<file path="src/rtl/msrv32_ifetch_unit.sv">
`default_nettype none
// ============================================================================
//  Module      : msrv32_ifetch_unit
//  Description : Instruction-fetch stage. Holds the architectural PC, issues
//                fetch requests on the instruction bus and buffers returned
//                words in a 2-entry FIFO for decode. Handles redirect (flush),
//                decode back-pressure (stall) and misaligned-PC faults.
//  Ports       : clk_in, rst_n_in (sync, active-low)
//                pc_mux_in        next PC from the PC mux
//                flush_in         redirect, discards buffered/returning words
//                stall_in         decode cannot take the head word
//                ahb_ready_in     bus ready, instr_in valid with i_req_out
//                instr_in         fetched word
//                i_req_out/i_addr_out  fetch request and address
//                pc_out           current PC back to the PC mux
//                instr_valid_out/instr_out/instr_pc_out  buffer head to decode
//                misaligned_out   sticky fault until next flush
//  Revision    : 1.0 - initial release
// ============================================================================
module msrv32_ifetch_unit #(
    parameter logic [31:0] BOOT_ADDR = 32'h0000_0000,
    parameter logic [31:0] NOP_INSTR = 32'h0000_0013
) (
    input  logic        clk_in,
    input  logic        rst_n_in,
    input  logic [31:0] pc_mux_in,
    input  logic        flush_in,
    input  logic        stall_in,
    input  logic        ahb_ready_in,
    input  logic [31:0] instr_in,
    output logic        i_req_out,
    output logic [31:0] i_addr_out,
    output logic [31:0] pc_out,
    output logic        instr_valid_out,
    output logic [31:0] instr_out,
    output logic [31:0] instr_pc_out,
    output logic        misaligned_out
);

    typedef enum logic [1:0] {
        S_RST   = 2'd0,
        S_FETCH = 2'd1,
        S_HOLD  = 2'd2,
        S_FAULT = 2'd3
    } state_t;

    state_t      r_state;
    state_t      w_state_next;
    logic [31:0] r_pc;
    logic [1:0]  r_count;
    logic [1:0]  w_count_next;
    logic [31:0] r_instr0, r_instr1;   // entry 0 is the buffer head
    logic [31:0] r_pc0, r_pc1;
    logic        r_misaligned;

    logic        w_pc_misaligned;
    logic        w_accept;
    logic        w_pop;

    assign w_pc_misaligned = (r_pc[1:0] != 2'b00);

    // Request is blocked by a full buffer or a misaligned PC even before the
    // state machine has moved to HOLD/FAULT.
    assign i_req_out       = (r_state == S_FETCH) && (r_count < 2'd2) && !w_pc_misaligned;
    assign i_addr_out      = r_pc;
    assign pc_out          = r_pc;
    assign w_accept        = i_req_out && ahb_ready_in && !flush_in;
    assign instr_valid_out = (r_count != 2'd0);
    assign w_pop           = instr_valid_out && !stall_in;
    assign instr_out       = instr_valid_out ? r_instr0 : NOP_INSTR;
    assign instr_pc_out    = r_pc0;
    assign misaligned_out  = r_misaligned;

    always_comb begin
        w_count_next = r_count;
        if (flush_in) begin
            w_count_next = 2'd0;
        end else if (w_accept && !w_pop) begin
            w_count_next = r_count + 2'd1;
        end else if (!w_accept && w_pop) begin
            w_count_next = r_count - 2'd1;
        end
    end

    always_comb begin
        w_state_next = r_state;
        case (r_state)
            S_RST: begin
                w_state_next = S_FETCH;
            end
            S_FETCH, S_HOLD: begin
                if (flush_in) begin
                    w_state_next = S_FETCH;
                end else if (w_pc_misaligned) begin
                    w_state_next = S_FAULT;
                end else if (w_count_next == 2'd2) begin
                    w_state_next = S_HOLD;
                end else begin
                    w_state_next = S_FETCH;
                end
            end
            S_FAULT: begin
                if (flush_in) begin
                    w_state_next = S_FETCH;
                end
            end
            default: begin
                w_state_next = S_RST;
            end
        endcase
    end

    always_ff @(posedge clk_in) begin
        if (!rst_n_in) begin
            r_state      <= S_RST;
            r_pc         <= BOOT_ADDR;
            r_count      <= 2'd0;
            r_instr0     <= NOP_INSTR;
            r_instr1     <= NOP_INSTR;
            r_pc0        <= BOOT_ADDR;
            r_pc1        <= BOOT_ADDR;
            r_misaligned <= 1'b0;
        end else begin
            r_state <= w_state_next;
            // Nothing but the state moves while leaving reset, so a flush
            // arriving in that cycle is ignored.
            if (r_state != S_RST) begin
                r_count <= w_count_next;
                if (flush_in) begin
                    r_pc         <= pc_mux_in;
                    r_misaligned <= 1'b0;
                end else begin
                    if (w_accept) begin
                        r_pc <= pc_mux_in;
                    end
                    if (w_state_next == S_FAULT) begin
                        r_misaligned <= 1'b1;
                    end
                    if (w_pop) begin
                        r_instr0 <= r_instr1;
                        r_pc0    <= r_pc1;
                    end
                    // Writing entry 0 after the shift lets a push into an
                    // emptying head win over the stale shifted value.
                    if (w_accept) begin
                        if ((r_count == 2'd0) || ((r_count == 2'd1) && w_pop)) begin
                            r_instr0 <= instr_in;
                            r_pc0    <= r_pc;
                        end else begin
                            r_instr1 <= instr_in;
                            r_pc1    <= r_pc;
                        end
                    end
                end
            end
        end
    end

endmodule
`default_nettype wire

</file>
<file path="config.mk">
export PLATFORM = sky130hd
export DESIGN_NAME = msrv32_ifetch_unit
export DESIGN_NICKNAME = d
export VERILOG_FILES = /design/src/rtl/msrv32_ifetch_unit.sv
export SDC_FILE = /design/constraint.sdc
export NUM_CORES = 1
export LEC_CHECK = 0
export CORE_ASPECT_RATIO = 1.1
export CORE_MARGIN = 2
export CORE_UTILIZATION = 63
export CTS_CLUSTER_DIAMETER = 200
export DETAILED_ROUTE_END_ITERATION = 16
export DONT_BUFFER_PORTS = 1
export PLACE_DENSITY = 0.79
export SLEW_MARGIN = 20
export SYNTH_ARGS = -nofsm -noshare
export SYNTH_HDL_FRONTEND = slang
export SYNTH_SLANG_ARGS = --single-unit
</file>
<file path="constraint.sdc">
create_clock -name clk_in -period 6.2 [get_ports clk_in]
set_input_delay 1.24 -clock clk_in [delete_from_list [all_inputs] [get_ports clk_in]]
set_output_delay 1.24 -clock clk_in [all_outputs]
set_load 0.01 [all_outputs]
</file>
==> summary.txt, run 1 <==
Clock tree
  – PostCTS Resize Cnt: 0
  – H-Tree Depth: 4
  – # hold bufs at CTS: 0
  – Cts bufs inserted: 17
  – CTS tree: yes
  – Clock slew at reported path FFs: 0.06 ns
  – Clock sinks: 165
  – Later-pin clock latency in the skew report: approximately 0.41 ns
  – Clk buf depth: 2
  – Postcts setup bufs: 0
  – Root Buffer: clkbuf_16

Run
  – Total of max-cap violations: 0

Logic synthesis
  – Top_reg_cell synth: dfxtp_1
  – Syn_nets: 908
  – Most common cell in the netlist: nand2_1
  – Yosys warning total: 0
  – Synthesized area: 7358 µm²
  – Post-synth top cells: nand2_1 (254), dfxtp_1 (165), a21boi_0 (86)
  – Seq cells post-synth: 165
  – Synth area leaders: dfxtp_1 (45%), nand2_1 (13%), a21boi_0 (8.8%), mux2i_1 (8.0%), o211a_1 (7.9%)
  – Synth area leader: dfxtp_1
  – Post-synth EDFFs: 0
  – Yosys cell types: 34
  – Post-Syn Instances: 834
  – Synth top area share: 44.89%
  – Post-synth ARST share: 0%
  – Post-Syn Area per Cell: 8.823 µm²
  – Sequential element share of the synthesized area: 44.89%

Run status
  – Outcome: complete, no violations

Floorplan
  – Initial Utilization: 64.32%
  – Row Count: 41
  – # IOs: 200
  – CORE AREA: about 11000 µm²
  – Die H: 117.3 µm
  – Die width: between 100 and 150 µm
  – Die ar.: 12560 µm²

Route
  – Drt first pass iters: 5
  – Routed vias/inst: a little under 6
  – Initial detailed-routing violation count: 353
  – Total Wirelength: 15400 µm
  – DR WL/cell: 16.63 µm
  – Vias: roughly 5400
  – Post-DRT Antenna Nets: 0
  – Residual DRC: 0

Critical path
  – Startpoint Class: flop
  – CP Max Fanout: 37
  – Setup crit end kind: primary output
  – Setup Crit Path Kind: reg2out
  – Worst path arrival time: 1.77 ns
  – WP data required: between 4 and 5 ns

Placed design
  – Post-DP HPWL: roughly 9900 µm
  – GP Congestion: between 0.7 and 0.8
  – Dpl cells: ~900
  – I/O Buffers: 0

Global route
  – First-pass GRT wire length: 24630 µm
  – Vias in the first global route: about 5000
  – Total track usage: 24.13%
  – Grt ovf: 0
  – Largest net degree at the start of global routing: approximately 170
  – Antenna violations before repair: 0

Final layout
  – # nets final: 840
  – Proportion of layout cells with a drive suffix above 1: 6.186%
  – Diode count: 0
  – Finished Layout Cells: 926
  – Area Overhead vs Synth: 4.319%

Timing
  – Minimum clock period: about 3 ns
  – Setup_tns: 0 ns
  – Worst-margin pin slew: 0.6810 ns
  – Unrepaired setup endpoints after global routing: no
  – Crit share post-route: 48.55%
  – Slew margin rel.: 54.41%
  – Max-slew violation count: 0
  – Final setup viols: 0
  – Max Freq: 332.2 MHz
  – Clk_skew: about 0.0084 ns
  – Fin. Hold Viols: 0

Power
  – Power per cell area: 280.7 nW/µm²
  – Leakage power: between 3 and 4 nW
  – Max rail drop VDD: 198.8 µV

Worst hold path
  – Tightest Hold Check Type: reg2reg
## routing by layer
metal	wire length, µm	part of all wire [%]	GRT usage (%)	up-vias
li1	-	-	-	2633
met2	7479	49	40.15	181
met4	155	1.0	7.386	0
met3	1034	6.7	7.282	14
met1	6734	44	29.85	2591
met5	0	0	0	-
## layout make-up
type                    instances  area [µm²]
multi-input cells             563        3496
well taps                     150       187.7
fillers                       903        3764
clock inverters                 9       58.81
repair buffers                  9       136.4
inverters                      10       37.54
clock buffers                  20       456.7
flip-flops and latches        165        3303
## state kept, by name, summed over array words and instances, names as in the netlist
signal          cells
r_instr0           32
r_count             2
r_pc1              32
r_state             2
instr_pc_out       32
i_addr_out         32
r_instr1           32
misaligned_out      1
## stage by stage
stage / total power, mW / hold slack (ns) / utilization, % / instance area [µm²] / setup WS [ns]
final: 2.155 / 0.4531 / 67.10 / 7676 / 3.190
after global routing: 2.234 / 0.4674 / 67.10 / 7676 / 3.100
after CTS: 2.175 / 0.4531 / 67.00 / 7665 / 2.986
after detailed placement: 1.258 / 0.4457 / 62.50 / 7149 / 2.779
after global placement: 1.250 / 0.4401 / 62.01 / 7094 / 2.763
after floorplan: 1.258 / 0.4347 / - / 7358 / 3.670
## placed cells by master, fill, tap and decap left out, drive strengths merged, types with 8 or more instances in the layout
cell type,Yosys,final
a21boi,93,93
buf,65,9
clkbuf,31,20
dfxtp,165,165
inv,10,10
mux2i,59,59
nand2,254,254
nor2,12,12
nor2b,32,32
o211a,58,58
o211ai,8,8
## path summary, 6_finish.rpt
kind                                                start                   endpoint  slack, ns  cells past startpoint
worst min register to register  r_instr1[17]$_SDFFE_PN0P_  r_instr1[17]$_SDFFE_PN0P_       0.45                      2
worst max register to register      r_state[1]$_SDFF_PN0_  r_instr1[25]$_SDFFE_PN0P_       3.41                      7
worst max-delay path              r_count[1]$_SDFFE_PN0N_               instr_out[4]       3.19                      4
worst min-delay path            r_instr1[17]$_SDFFE_PN0P_  r_instr1[17]$_SDFFE_PN0P_       0.45                      2
## where the power goes
group	leakage, nW	internal (mW)	switching, mW
Sequential	1.33	1.08	0.0426
Combinational	2.07	0.0487	0.0581
Clock	0.245	0.523	0.398
## logic make-up (layout without fill, tap and decap cells)
logic type	count (synthesis)	in the layout	synth area share [%]
mux	59	59	8.026
simple gates	320	320	18.31
flops	165	165	44.89
fa+ha+maj	5	5	0.8502
compound gates	178	178	19.93
buf+inv	106	48	7.873
xor+xnor	1	1	0.1190
## worst max-delay path, cell delays in order (launching register included)
cell	delay [ns]
dfxtp_1	0.43
inv_1	0.10
ha_1	0.20
buf_4	0.26
or2_2	0.37
(Power assumes the default switching activity.)
==> inputs of run 2 (changes only) <==
- CORE_UTILIZATION: 63 -> 57
- PLACE_DENSITY: 0.79 -> 0.75
- clock period: 6.2 -> 2.7 ns (I/O delays scaled with it)
==> run 2 against run 1 <==
  * Sequential cell count did not move
  * Total power rose by 140%
  * First-iteration DRC count rose by 15%
  * Largest cell class unchanged
  * Critical endpoint is now instr_out[0]
  * Highest routed layer unchanged
==> summary.txt, run 2 (synthesized netlist as in run 1, its figures left out) <==
Run status
  – Outcome: complete, no violations (unchanged)

Placed design
  – Post-DP HPWL: 10250 µm (was 9923 µm)
  – I/O Buffers: 0 (unchanged)
  – GP Congestion: 0.8442 (was 0.7678)

Critical path
  – Setup Crit Path Kind: reg2out (unchanged)
  – Setup crit end kind: primary output (unchanged)
  – Worst path arrival time: 1.85 ns (was 1.77 ns)
  – Cell Chain, Critical Path: inv_1 > ha_1 > buf_4 > or2_2 (unchanged)
  – Startpoint Class: flop (unchanged)
  – Slowest-stage cell, CP: dfxtp_1 (unchanged)
  – R2R depth: 8 (was 7)
  – CP Max Fanout: 33 (was 37)
  – WP data required: 2.16 ns (was 4.96 ns)
  – Crit path largest cell delay: 0.43 ns (about the same)

Clock tree
  – # hold bufs at CTS: 0 (unchanged)
  – Postcts setup bufs: 0 (unchanged)
  – PostCTS Resize Cnt: 0 (unchanged)
  – CTS tree: yes (unchanged)
  – Cts bufs inserted: 17 (unchanged)
  – Later-pin clock latency in the skew report: 0.41 ns (about the same)
  – Clk buf depth: 2 (unchanged)
  – Clock sinks: 165 (unchanged)
  – H-Tree Depth: 4 (unchanged)
  – Clock slew at reported path FFs: 0.06 ns (about the same)
  – Root Buffer: clkbuf_16 (unchanged)

Route
  – DR WL/cell: 16.60 µm (was 16.63 µm)
  – Post-DRT Antenna Nets: 0 (unchanged)
  – Routed vias/inst: 5.765 (was 5.852)
  – Residual DRC: 0 (unchanged)
  – Initial detailed-routing violation count: 405 (was 353)
  – Vias: 5419 (unchanged)
  – Total Wirelength: 15610 µm (was 15400 µm)
  – Drt first pass iters: 6 (was 5)

Final layout
  – Commonest non-fill, non-tap cell in the layout: nand2_1 (unchanged)
  – Diode count: 0 (unchanged)
  – Area Overhead vs Synth: 5.186% (was 4.319%)
  – Proportion of layout cells with a drive suffix above 1: 6.513% (was 6.186%)
  – # nets final: 846 (was 840)
  – Commonest non-fill, non-tap cells in the layout: nand2_1 (254), dfxtp_1 (165), a21boi_0 (86), mux2i_1 (59), o211a_1 (58) (unchanged)
  – Fill count: 1099 (was 903)

Worst hold path
  – Hold Path Depth: 2 (unchanged)
  – Tightest Hold Check Type: in2reg (was reg2reg)

Timing
  – Fin. Hold Viols: 0 (unchanged)
  – Slew margin rel.: 58.43% (was 54.41%)
  – Clk_skew: 0.004089 ns (was 0.008351 ns)
  – Final setup viols: 0 (unchanged)
  – Setup_tns: 0 ns (unchanged)
  – Worst hold slack: 0.2612 ns (was 0.4531 ns)
  – Minimum clock period: 2.393 ns
  – Worst-margin pin slew: 0.6235 ns (was 0.6810 ns)
  – Crit share post-route: 88.62%
  – Max-slew violation count: 0 (unchanged)
  – Max Freq: 417.9 MHz
  – Unrepaired setup endpoints after global routing: no (unchanged)

Floorplan
  – Row Count: 43 (was 41)
  – # IOs: 200 (unchanged)
  – Die H: 123.2 µm (was 117.3 µm)
  – Die width: 112.3 µm (was 107.0 µm)
  – Initial Utilization: 58.45% (was 64.32%)
  – Die ar.: 13840 µm² (was 12560 µm²)
  – CORE AREA: 12590 µm² (was 11440 µm²)

Power
  – Max rail drop VDD: 496.5 µV (was 198.8 µV)
  – Power per cell area: 666.2 nW/µm² (was 280.7 nW/µm²)
  – Leakage power: 3.699 nW (was 3.651 nW)

Global route
  – Grt ovf: 0 (unchanged)
  – Antenna violations before repair: 0 (unchanged)
  – Largest net degree at the start of global routing: 168 (unchanged)
  – First-pass GRT wire length: 25710 µm (was 24630 µm)
  – Total track usage: 23.21% (was 24.13%)
  – Vias in the first global route: 5205 (was 5015)

Run
  – Total of max-cap violations: 0 (unchanged)
-- run 2: metal layers --
layer	GRT usage (%)	routed length (µm)	vias up
li1	-	-	2654
met1	27.31	6319	2565
met2	38.78	7659	175
met3	8.382	1248	25
met4	9.451	379	0
met5	0	0	-
-- run 2: report_power, final --
part	internal, mW	switching [mW]	total [mW]
Clock	1.45	0.873	2.32
Sequential	2.49	0.0931	2.58
Combinational	0.113	0.139	0.251
Total	4.05	1.11	5.16
-- run 2: worst paths after layout --
kind / start / end / slack (ns)
max: r_count[1]$_SDFFE_PN0N_ / instr_out[0] / 0.31
min: instr_in[17] / r_instr1[17]$_SDFFE_PN0P_ / 0.26
max reg2reg: r_state[1]$_SDFF_PN0_ / instr_pc_out[18]$_SDFFE_PN0P_ / 0.46
min reg2reg: r_instr1[15]$_SDFFE_PN0P_ / r_instr1[15]$_SDFFE_PN0P_ / 0.45
-- run 2: final cells by class --
| cell class | count | area (µm²) | area share [%] |
|---|---|---|---|
| multi-input cells | 563 | 3496 | 45.17 |
| clock buffers | 26 | 499.2 | 6.450 |
| well taps | 157 | 196.4 | 2.538 |
| repair buffers | 15 | 137.6 | 1.778 |
| flip-flops and latches | 165 | 3303 | 42.68 |
| clock inverters | 4 | 70.07 | 0.9053 |
| inverters | 10 | 37.54 | 0.4850 |
-- run 2: critical path, delay by kind of cell, from the launching register on --
| kind | cells | cell delay [ns] |
|---|---|---|
| adder cells (fa/ha/maj) | 1 | 0.27 |
| AND/OR/NAND/NOR | 1 | 0.36 |
| flip-flops | 1 | 0.43 |
| buffers and inverters | 2 | 0.37 |
-- run 2: metrics by stage --
step / utilization, % / setup slack [ns] / area [µm²] / power, mW / cells
after global routing: 61.48 / 0.2039 / 7740 / 5.367 / 940
after CTS: 61.48 / 0.2909 / 7740 / 5.217 / 940
after floorplan: - / 0.7406 / 7358 / 2.889 / 834
after global placement: 56.96 / 0.6246 / 7171 / 2.877 / 910
final: 61.48 / 0.3073 / 7740 / 5.156 / 940
after detailed placement: 56.96 / 0.4581 / 7171 / 2.892 / 910
